$ cat src/rtl/data_write_buffer.sv
// Write buffer between the core data port and the bridge data port: posted writes, in-order reads.
// Optional read forwarding from buffered word writes is enabled by defining WB_READ_FORWARD_EN.
module data_write_buffer #(
  parameter int unsigned DEPTH = 4
) (
  input  logic        clk,
  input  logic        resetn,
  input  logic        cpu_req,
  input  logic        cpu_wr,
  input  logic [1:0]  cpu_size,
  input  logic [31:0] cpu_addr,
  input  logic [31:0] cpu_wdata,
  output logic        cpu_addr_ok,
  output logic        cpu_data_ok,
  output logic [31:0] cpu_rdata,
  output logic        mem_req,
  output logic        mem_wr,
  output logic [1:0]  mem_size,
  output logic [31:0] mem_addr,
  output logic [31:0] mem_wdata,
  input  logic        mem_addr_ok,
  input  logic        mem_data_ok,
  input  logic [31:0] mem_rdata
);

  localparam int unsigned PTR_W = (DEPTH > 1) ? $clog2(DEPTH) : 1;
  localparam int unsigned CNT_W = PTR_W + 1;
  localparam int unsigned OWC_W = 3;

  typedef enum logic {
    IDLE    = 1'b0,
    RD_WAIT = 1'b1
  } state_t;

  typedef struct packed {
    logic [1:0]  size;
    logic [31:0] addr;
    logic [31:0] wdata;
  } wb_entry_t;

  state_t           state_q, state_d;
  logic [PTR_W-1:0] wr_ptr_q, wr_ptr_d;
  logic [PTR_W-1:0] rd_ptr_q, rd_ptr_d;
  logic [CNT_W-1:0] count_q, count_d;
  logic [OWC_W-1:0] owc_q, owc_d;
  logic             wr_done_q, wr_done_d;
  wb_entry_t        buf_q [DEPTH];
  wb_entry_t        buf_d [DEPTH];

  wb_entry_t head;
  logic      full, empty, drained;
  logic      push, pop, rd_issue, owc_inc, owc_dec;

`ifdef WB_READ_FORWARD_EN
  logic        fwd_done_q, fwd_done_d;
  logic [31:0] fwd_data_q, fwd_data_d;
  logic        fwd_any, fwd_sub, fwd_hit;
  logic [31:0] fwd_word;

  // Scan oldest to youngest so the last match seen is the youngest one.
  always_comb begin
    fwd_any  = 1'b0;
    fwd_sub  = 1'b0;
    fwd_word = '0;
    for (int k = 0; k < DEPTH; k++) begin
      if ((CNT_W'(k) < count_q) &&
          (buf_q[rd_ptr_q + PTR_W'(k)].addr[31:2] == cpu_addr[31:2])) begin
        fwd_any  = 1'b1;
        fwd_word = buf_q[rd_ptr_q + PTR_W'(k)].wdata;
        if (buf_q[rd_ptr_q + PTR_W'(k)].size != 2'b10) begin
          fwd_sub = 1'b1;
        end
      end
    end
    fwd_hit = fwd_any && !fwd_sub;
  end
`endif

  assign head    = buf_q[rd_ptr_q];
  assign full    = (count_q == CNT_W'(DEPTH));
  assign empty   = (count_q == '0);
  assign drained = empty && (owc_q == '0);

  // Next-state, FIFO bookkeeping and handshake outputs.
  always_comb begin
    state_d     = state_q;
    wr_ptr_d    = wr_ptr_q;
    rd_ptr_d    = rd_ptr_q;
    count_d     = count_q;
    owc_d       = owc_q;
    buf_d       = buf_q;
    push        = 1'b0;
    pop         = 1'b0;
    rd_issue    = 1'b0;
    owc_inc     = 1'b0;
    owc_dec     = 1'b0;
    cpu_addr_ok = 1'b0;
    cpu_data_ok = 1'b0;
    cpu_rdata   = '0;
    mem_req     = 1'b0;
    mem_wr      = 1'b0;
    mem_size    = head.size;
    mem_addr    = head.addr;
    mem_wdata   = head.wdata;
`ifdef WB_READ_FORWARD_EN
    fwd_done_d  = 1'b0;
    fwd_data_d  = fwd_data_q;
`endif

    if (state_q == IDLE) begin
      if (cpu_req && cpu_wr) begin
        if (!full) begin
          cpu_addr_ok = 1'b1;
          push        = 1'b1;
        end
      end else if (cpu_req) begin
`ifdef WB_READ_FORWARD_EN
        if (fwd_hit) begin
          cpu_addr_ok = 1'b1;
          fwd_done_d  = 1'b1;
          fwd_data_d  = fwd_word;
        end else
`endif
        if (drained) begin
          rd_issue    = 1'b1;
          mem_req     = 1'b1;
          mem_wr      = 1'b0;
          mem_size    = cpu_size;
          mem_addr    = cpu_addr;
          mem_wdata   = cpu_wdata;
          cpu_addr_ok = mem_addr_ok;
          if (mem_addr_ok) begin
            state_d = RD_WAIT;
          end
        end
      end

      // Drain the head unless too many writes are already in flight.
      if (!rd_issue && !empty && (owc_q != 3'd7)) begin
        mem_req = 1'b1;
        mem_wr  = 1'b1;
        pop     = mem_addr_ok;
      end
      owc_dec = mem_data_ok && (owc_q != '0);
    end else begin
      cpu_data_ok = mem_data_ok;
      cpu_rdata   = mem_data_ok ? mem_rdata : 32'h0;
      if (mem_data_ok) begin
        state_d = IDLE;
      end
    end

    if (wr_done_q) begin
      cpu_data_ok = 1'b1;
    end
`ifdef WB_READ_FORWARD_EN
    if (fwd_done_q) begin
      cpu_data_ok = 1'b1;
      cpu_rdata   = fwd_data_q;
    end
`endif

    if (push) begin
      buf_d[wr_ptr_q] = '{size: cpu_size, addr: cpu_addr, wdata: cpu_wdata};
      wr_ptr_d        = wr_ptr_q + PTR_W'(1);
    end
    if (pop) begin
      rd_ptr_d = rd_ptr_q + PTR_W'(1);
    end
    count_d   = count_q + CNT_W'(push) - CNT_W'(pop);
    owc_inc   = pop;
    owc_d     = owc_q + OWC_W'(owc_inc) - OWC_W'(owc_dec);
    wr_done_d = push;

    // Hold the core and bridge quiet while reset is asserted.
    if (!resetn) begin
      cpu_addr_ok = 1'b0;
      cpu_data_ok = 1'b0;
      cpu_rdata   = '0;
      mem_req     = 1'b0;
    end
  end

  always_ff @(posedge clk) begin
    if (!resetn) begin
      state_q    <= IDLE;
      wr_ptr_q   <= '0;
      rd_ptr_q   <= '0;
      count_q    <= '0;
      owc_q      <= '0;
      wr_done_q  <= 1'b0;
`ifdef WB_READ_FORWARD_EN
      fwd_done_q <= 1'b0;
      fwd_data_q <= '0;
`endif
    end else begin
      state_q    <= state_d;
      wr_ptr_q   <= wr_ptr_d;
      rd_ptr_q   <= rd_ptr_d;
      count_q    <= count_d;
      owc_q      <= owc_d;
      wr_done_q  <= wr_done_d;
`ifdef WB_READ_FORWARD_EN
      fwd_done_q <= fwd_done_d;
      fwd_data_q <= fwd_data_d;
`endif
    end
  end

  // Entry storage needs no reset: validity comes from the pointers and count.
  always_ff @(posedge clk) begin
    buf_q <= buf_d;
  end

endmodule

$ cat config.mk
export PLATFORM = sky130hd
export DESIGN_NAME = data_write_buffer
export DESIGN_NICKNAME = d
export VERILOG_FILES = /design/src/rtl/data_write_buffer.sv
export SDC_FILE = /design/constraint.sdc
export NUM_CORES = 1
export LEC_CHECK = 0
export ABC_CLOCK_PERIOD_IN_PS = 2600
export BUFFER_PORTS_ARGS = -buffer_cell sky130_fd_sc_hd__buf_2
export CAP_MARGIN = 20
export CORE_AREA = 5 5 186 134
export CTS_CLUSTER_DIAMETER = 200
export CTS_CLUSTER_SIZE = 12
export DETAILED_ROUTE_END_ITERATION = 8
export DIE_AREA = 0 0 191 139
export PLACE_DENSITY = 0.75
export SYNTH_ARGS = -nofsm -noshare
export SYNTH_HDL_FRONTEND = slang
export SYNTH_SLANG_ARGS = --single-unit
$ cat constraint.sdc
create_clock -name clk -period 2.6 [get_ports clk]
set_input_delay 0.13 -clock clk [delete_from_list [all_inputs] [get_ports clk]]
set_output_delay 0.13 -clock clk [all_outputs]
set_load 0.005 [all_outputs]
; Word level (Yosys, flattened, before mapping)
; Cells that the tools add are included.
[word_totals]
reg_bits = 276
out_inout_bits = 102
elab_cells = 92
[op_classes]
bitwise_logic = 2
muxes = 50
n_eq_ne = 2
reduce_logical = 11
addsub = 6
order_cmp = 3
[op_table]
columns = op, n
row1 = $mux W32, 11
row2 = $bwmux W264, 1
row3 = $mux W66, 3
row4 = $bmux W66 S2, 1
row5 = $demux W66 S2, 1
row6 = $mux W1, 29
row7 = $mux W2, 4
row8 = $add A3 B1 Y3, 2
row9 = $ge A3 B3 Y1 const B, 2
row10 = $logic_and A1 B1 Y1, 6
row11 = $logic_not A3 Y1, 2
row12 = $not A2 Y3, 2
row13 = $sub A3 B1 Y3, 2
row14 = $add A2 B1 Y2 const B, 2
row15 = $eq A3 B3 Y1 const B, 1
row16 = $lt A3 B1 Y1 const B, 1
row17 = $ne A3 B3 Y1 const B, 1
row18 = $reduce_bool A3 Y1, 1
row19 = $logic_not A1 Y1, 2

; Depth between registers and ports, before layout
[depth]
ltp_word = 13
mapped_depth = 10
depth_no_buf = 10

; Worst setup path before layout
; Ideal clock, no wire load.
[synth_path]
path_kind = register -> register
start = register state_q
end = register buf_q[0] in the netlist's numbering (enable)
stages_incl_launch_ff = 3
arrival_time_ns = 2.222
slack_ns = -0.054
n_path_buf = 0
cell_sequence = dfxtp_1 > and3b_1 > and3_1
[synth_via]
elab_chain_len = 1
[synth_rtl]
columns = item, line_no
row1 = "start, declared", 41  ; state_t state_q, state_d;
row2 = "start signal, assigned", 197  ; state_q <= state_d;
row3 = $mux W1, 110  ; if (state_q == IDLE) begin
row4 = "end signal, assigned", 212  ; buf_q <= buf_d;
row5 = "end, declared", 47  ; wb_entry_t buf_q [DEPTH];
; Every way passes these cells.
; A chain may end at the register's enable or synchronous reset.

; Worst setup path after layout
[layout_path]
start = register owc_q[1]
end = output mem_addr[14]
[layout_via]
elab_chain_len = 6
[layout_rtl]
columns = item, line_no
row1 = "start, declared", 45  ; logic [OWC_W-1:0] owc_q, owc_d;
row2 = "start signal, assigned", 201  ; owc_q <= owc_d;
row3 = $logic_not A3 Y1, 82  ; assign drained = empty && (owc_q == '0);
row4 = $logic_and A1 B1 Y1, 82
row5 = $mux W32, 124  ; if (drained) begin
row6 = $mux W32, 116  ; end else if (cpu_req) begin
row7 = $mux W32, 111  ; if (cpu_req && cpu_wr) begin
row8 = $mux W32, 110
row9 = "end, declared", 19  ; output logic [31:0] mem_addr,
; Every way passes these cells.

==> impl_metrics.py <==
metrics = {
    "outcome": {
        "status": "completed",
    },
    "worst_setup_path": {
        "rrSetupSlack_ps": 280,
        "critPathBufInv": 3,
        "startpoint": "owc_q[1]",
        "critPathCapture": "mem_addr[14]",
        "critPathTopFamily": "simple AND/OR/NAND/NOR gates",
        "r2r_cells": 9,
        "crit_required_ps": 2470,
        "cp_slowest_cell": "or3_4",
        "cp-start-kind": "register",
        "critical_path.max_fanout": 15,
        "critPathKind": "reg -> out",
        "r2r_start": "count_q[1]",
        "critical-path-max-stage-delay_ps": 430,
        "crit_chain": "or3_4 -> nor3_4 -> buf_12 -> buf_16 -> mux2_1 -> buf_2",
        "setup.worst_path.end_class": "primary output",
        "cp.arrival_ps": 2420,
        "r2r_end": "count_q[2]",
        "worstSetupPathDepth": 6,
    },
    "die": {
        "initial_utilization_pct": 48.7,
        "fp.dieW_um": 191,
        "core_um2": 23100,
        "die_h_um": 139,
        "rows": 47,
        "die-area_um2": 26500,
        "ioPinCount": 206,
    },
    "logic_synthesis": {
        "synth-seq-cells": 276,
        "synth.area.top_cells": "edfxtp_1 (70%), mux4_2 (13%), mux2_2 (4.3%), mux2_1 (2.3%), dfxtp_1 (2.1%)",
        "ys_seq_area_share_pct": 72.5,
        "syn_nets": 649,
        "yosys.area.top_type": "edfxtp_1",
        "synth_ff_type": "edfxtp_1",
        "synthCells": 535,
        "synth_area_per_cell_um2": 21.0,
        "synth_top_area_share_pct": 70.4,
        "async_flop_share_pct": 0,
        "post_synth_num_cell_types": 38,
        "synth_edf_count": 264,
        "synth-warning-count": 0,
        "synth_area_um2": 11300,
    },
    "placement": {
        "io_buffer_count": 205,
        "place_congestion": 0.873,
        "hpwl_um": 14800,
        "dp.cells": 1045,
    },
    "layout": {
        "fin_cells": 1175,
        "regArea_um2": 8180,
        "nets": 951,
        "multi_input_area_um2": 2920,
        "fillCellCount": 1604,
        "syn_to_final_growth_pct": 28.0,
        "n_antenna_cell": 0,
        "drive_above_1_share_pct": 43.9,
    },
    "pwr": {
        "p_leak_nw": 5.14,
        "power_density_nw_per_um2": 806,
        "irDropWorstVdd_mv": 0.625,
    },
    "global_routing": {
        "grt_pass1_wl_um": 37700,
        "antenna_found_initial": 0,
        "grt_max_degree": 58,
        "grt_pass1_vias": 6658,
        "grtUsageTotal_pct": 18.0,
        "gr-total-overflow": 0,
    },
    "drt": {
        "wire_per_inst_um": 21.1,
        "post-route-drc-count": 0,
        "drt_iter0_markers": 349,
        "ant_nets": 0,
        "viasPerCell": 5.36,
        "routed_wl_um": 24800,
        "dr.pass1.iters": 5,
        "vias": 6301,
    },
    "clock_network": {
        "clockRootBuffer": "clkbuf_16",
        "clkLatencyLatePin_ps": 520,
        "numCtsBuffers": 26,
        "cts_buffer_depth": 3,
        "htree_num_levels": 1,
        "cts_tree": "built",
        "cts_sinks": 276,
        "clk_pin_slew_ps": 60,
    },
    "timing": {
        "fin_crit_ps": 2550,
        "setup_violations": 0,
        "skew_ps": 10.2,
        "rsz0062_at_grt": "true",
        "hold_viol": 0,
        "fin_tns_setup_ps": 0,
        "maxSlewViolCount": 0,
        "min_period_over_period_pct": 97.9,
        "timing.fmax_mhz": 393,
        "worstMarginPinSlew_ps": 805,
        "relSlewSlack_pct": 46.3,
    },
    "job": {
        "cap_violations": 0,
    },
    "min_path": {
        "min_path_type": "in -> reg",
    },
}
-- worst min-delay path: cells and delay by family --
family / cells / cell delay (ps)
AO/OA/AOI/OAI: 2 / 200
buffers and inverters: 1 / 120
AND/OR/NAND/NOR: 1 / 140
-- sequential cells by signal, summed over array words and instances (netlist names) --
register,flops
buf_q,264
count_q,3
owc_q,3
rd_ptr_q,2
state_q,1
wr_done_q,1
wr_ptr_q,2
-- power by group --
part	switching, mW	internal, mW	leakage [nW]
Sequential	0.126	5.10	2.49
Combinational	1.28	1.69	2.29
Clock	1.49	1.94	0.358
-- area by class of cell --
class | instances | share of cell area (%)
repair buffers | 301 | 14.8
clock buffers | 48 | 5.23
well taps | 318 | 2.76
flip-flops and latches | 276 | 56.7
multi-input cells | 223 | 20.3
inverters | 9 | 0.234
-- cell usage after synthesis (3+ instances only) --
cell and count:
edfxtp_1 264, mux4_2 66, mux2_2 43, and2_1 35, mux2_1 23, dfxtp_1 12
clkbuf_1 10, inv_1 9, ha_1 8, and3_1 6, buf_2 6, buf_6 5
nor2_1 5, buf_4 4, nand2_1 3, o21ai_0 3
-- worst min path at each step --
| stage | start | end | slack (ps) | depth (start not counted) |
|---|---|---|---|---|
| 2_1_floorplan | cpu_wdata[0] | buf_q[0] | 230 | 0 |
| 3_3_place_gp | cpu_addr[25] | buf_q[123] | 350 | 1 |
| 3_5_place_dp | cpu_addr[15] | buf_q[113] | 360 | 1 |
| 4_1_cts | cpu_req | wr_ptr_q[0] | 90 | 4 |
| 5_1_grt | cpu_req | wr_ptr_q[0] | 160 | 4 |
| 6_report | cpu_req | wr_ptr_q[0] | 120 | 4 |
-- repair_timing --
item	4_1_cts	5_1_grt
endpoints found under the setup margin	9	22
gates resized for setup	2	2
pin swaps	1	0
gates cloned	1	2
setup buffers	1	7
hold buffers	71	0
endpoints found under the hold margin	270	0
-- cell families (layout without fill, tap and decap cells) --
logic type	count (synthesis)	after routing	share of synthesized area, %
buffers and inverters	36	358	1.73
AO/OA/AOI/OAI	9	9	0.478
adder cells (fa/ha/maj)	10	10	1.24
multiplexers	134	134	20.0
flip-flops	276	276	72.5
AND/OR/NAND/NOR	66	66	3.71
XOR/XNOR	4	4	0.311
-- per-layer routing --
metal	vias up	GRT usage (%)	routed length, um
met5	-	0	0
met4	0	2.87	338
met3	31	3.27	1480
met2	211	29.7	12100
met1	3277	25.9	10900
li1	2782	-	-
-- placed cells by master, fill, tap and decap left out, types with 2 or more instances in the layout --
cell type / synthesis / layout
clkbuf_1: 10 / 21
fa_1: 2 / 2
mux2i_1: 2 / 2
dfxtp_1: 12 / 10
dlygate4sd3_1: 0 / 71
mux2_2: 43 / 43
or3_4: 1 / 2
and2_1: 35 / 35
xor2_1: 2 / 2
buf_4: 4 / 11
buf_12: 0 / 9
a21oi_1: 2 / 2
nand3_1: 2 / 2
xnor2_1: 2 / 2
o21ai_0: 3 / 3
dfxtp_4: 0 / 2
buf_16: 0 / 3
mux4_2: 66 / 66
ha_1: 8 / 8
nand2b_1: 2 / 2
clkbuf_16: 0 / 29
mux2_1: 23 / 23
and3_1: 6 / 2
nor2_1: 5 / 5
inv_1: 9 / 9
and3_4: 0 / 4
buf_2: 6 / 205
nand3b_1: 2 / 2
and3b_1: 2 / 2
edfxtp_1: 264 / 264
nand2_1: 3 / 3
-- per-stage QoR --
step / worst slack, ps / hold WS [ps] / cell area, um^2 / utilization (%) / power [mW]
floorplan: 449 / 229 / 11300 / - / 7.02
global placement: 374 / 348 / 12800 / 55.2 / 7.96
detailed placement: 273 / 359 / 12800 / 55.2 / 8.05
CTS: 26.6 / 89.9 / 14300 / 61.8 / 11.6
global route: -11.3 / 157 / 14400 / 62.4 / 12.2
finish: 54.5 / 120 / 14400 / 62.4 / 11.6
Note: power is estimated with default switching activity, not from simulation.
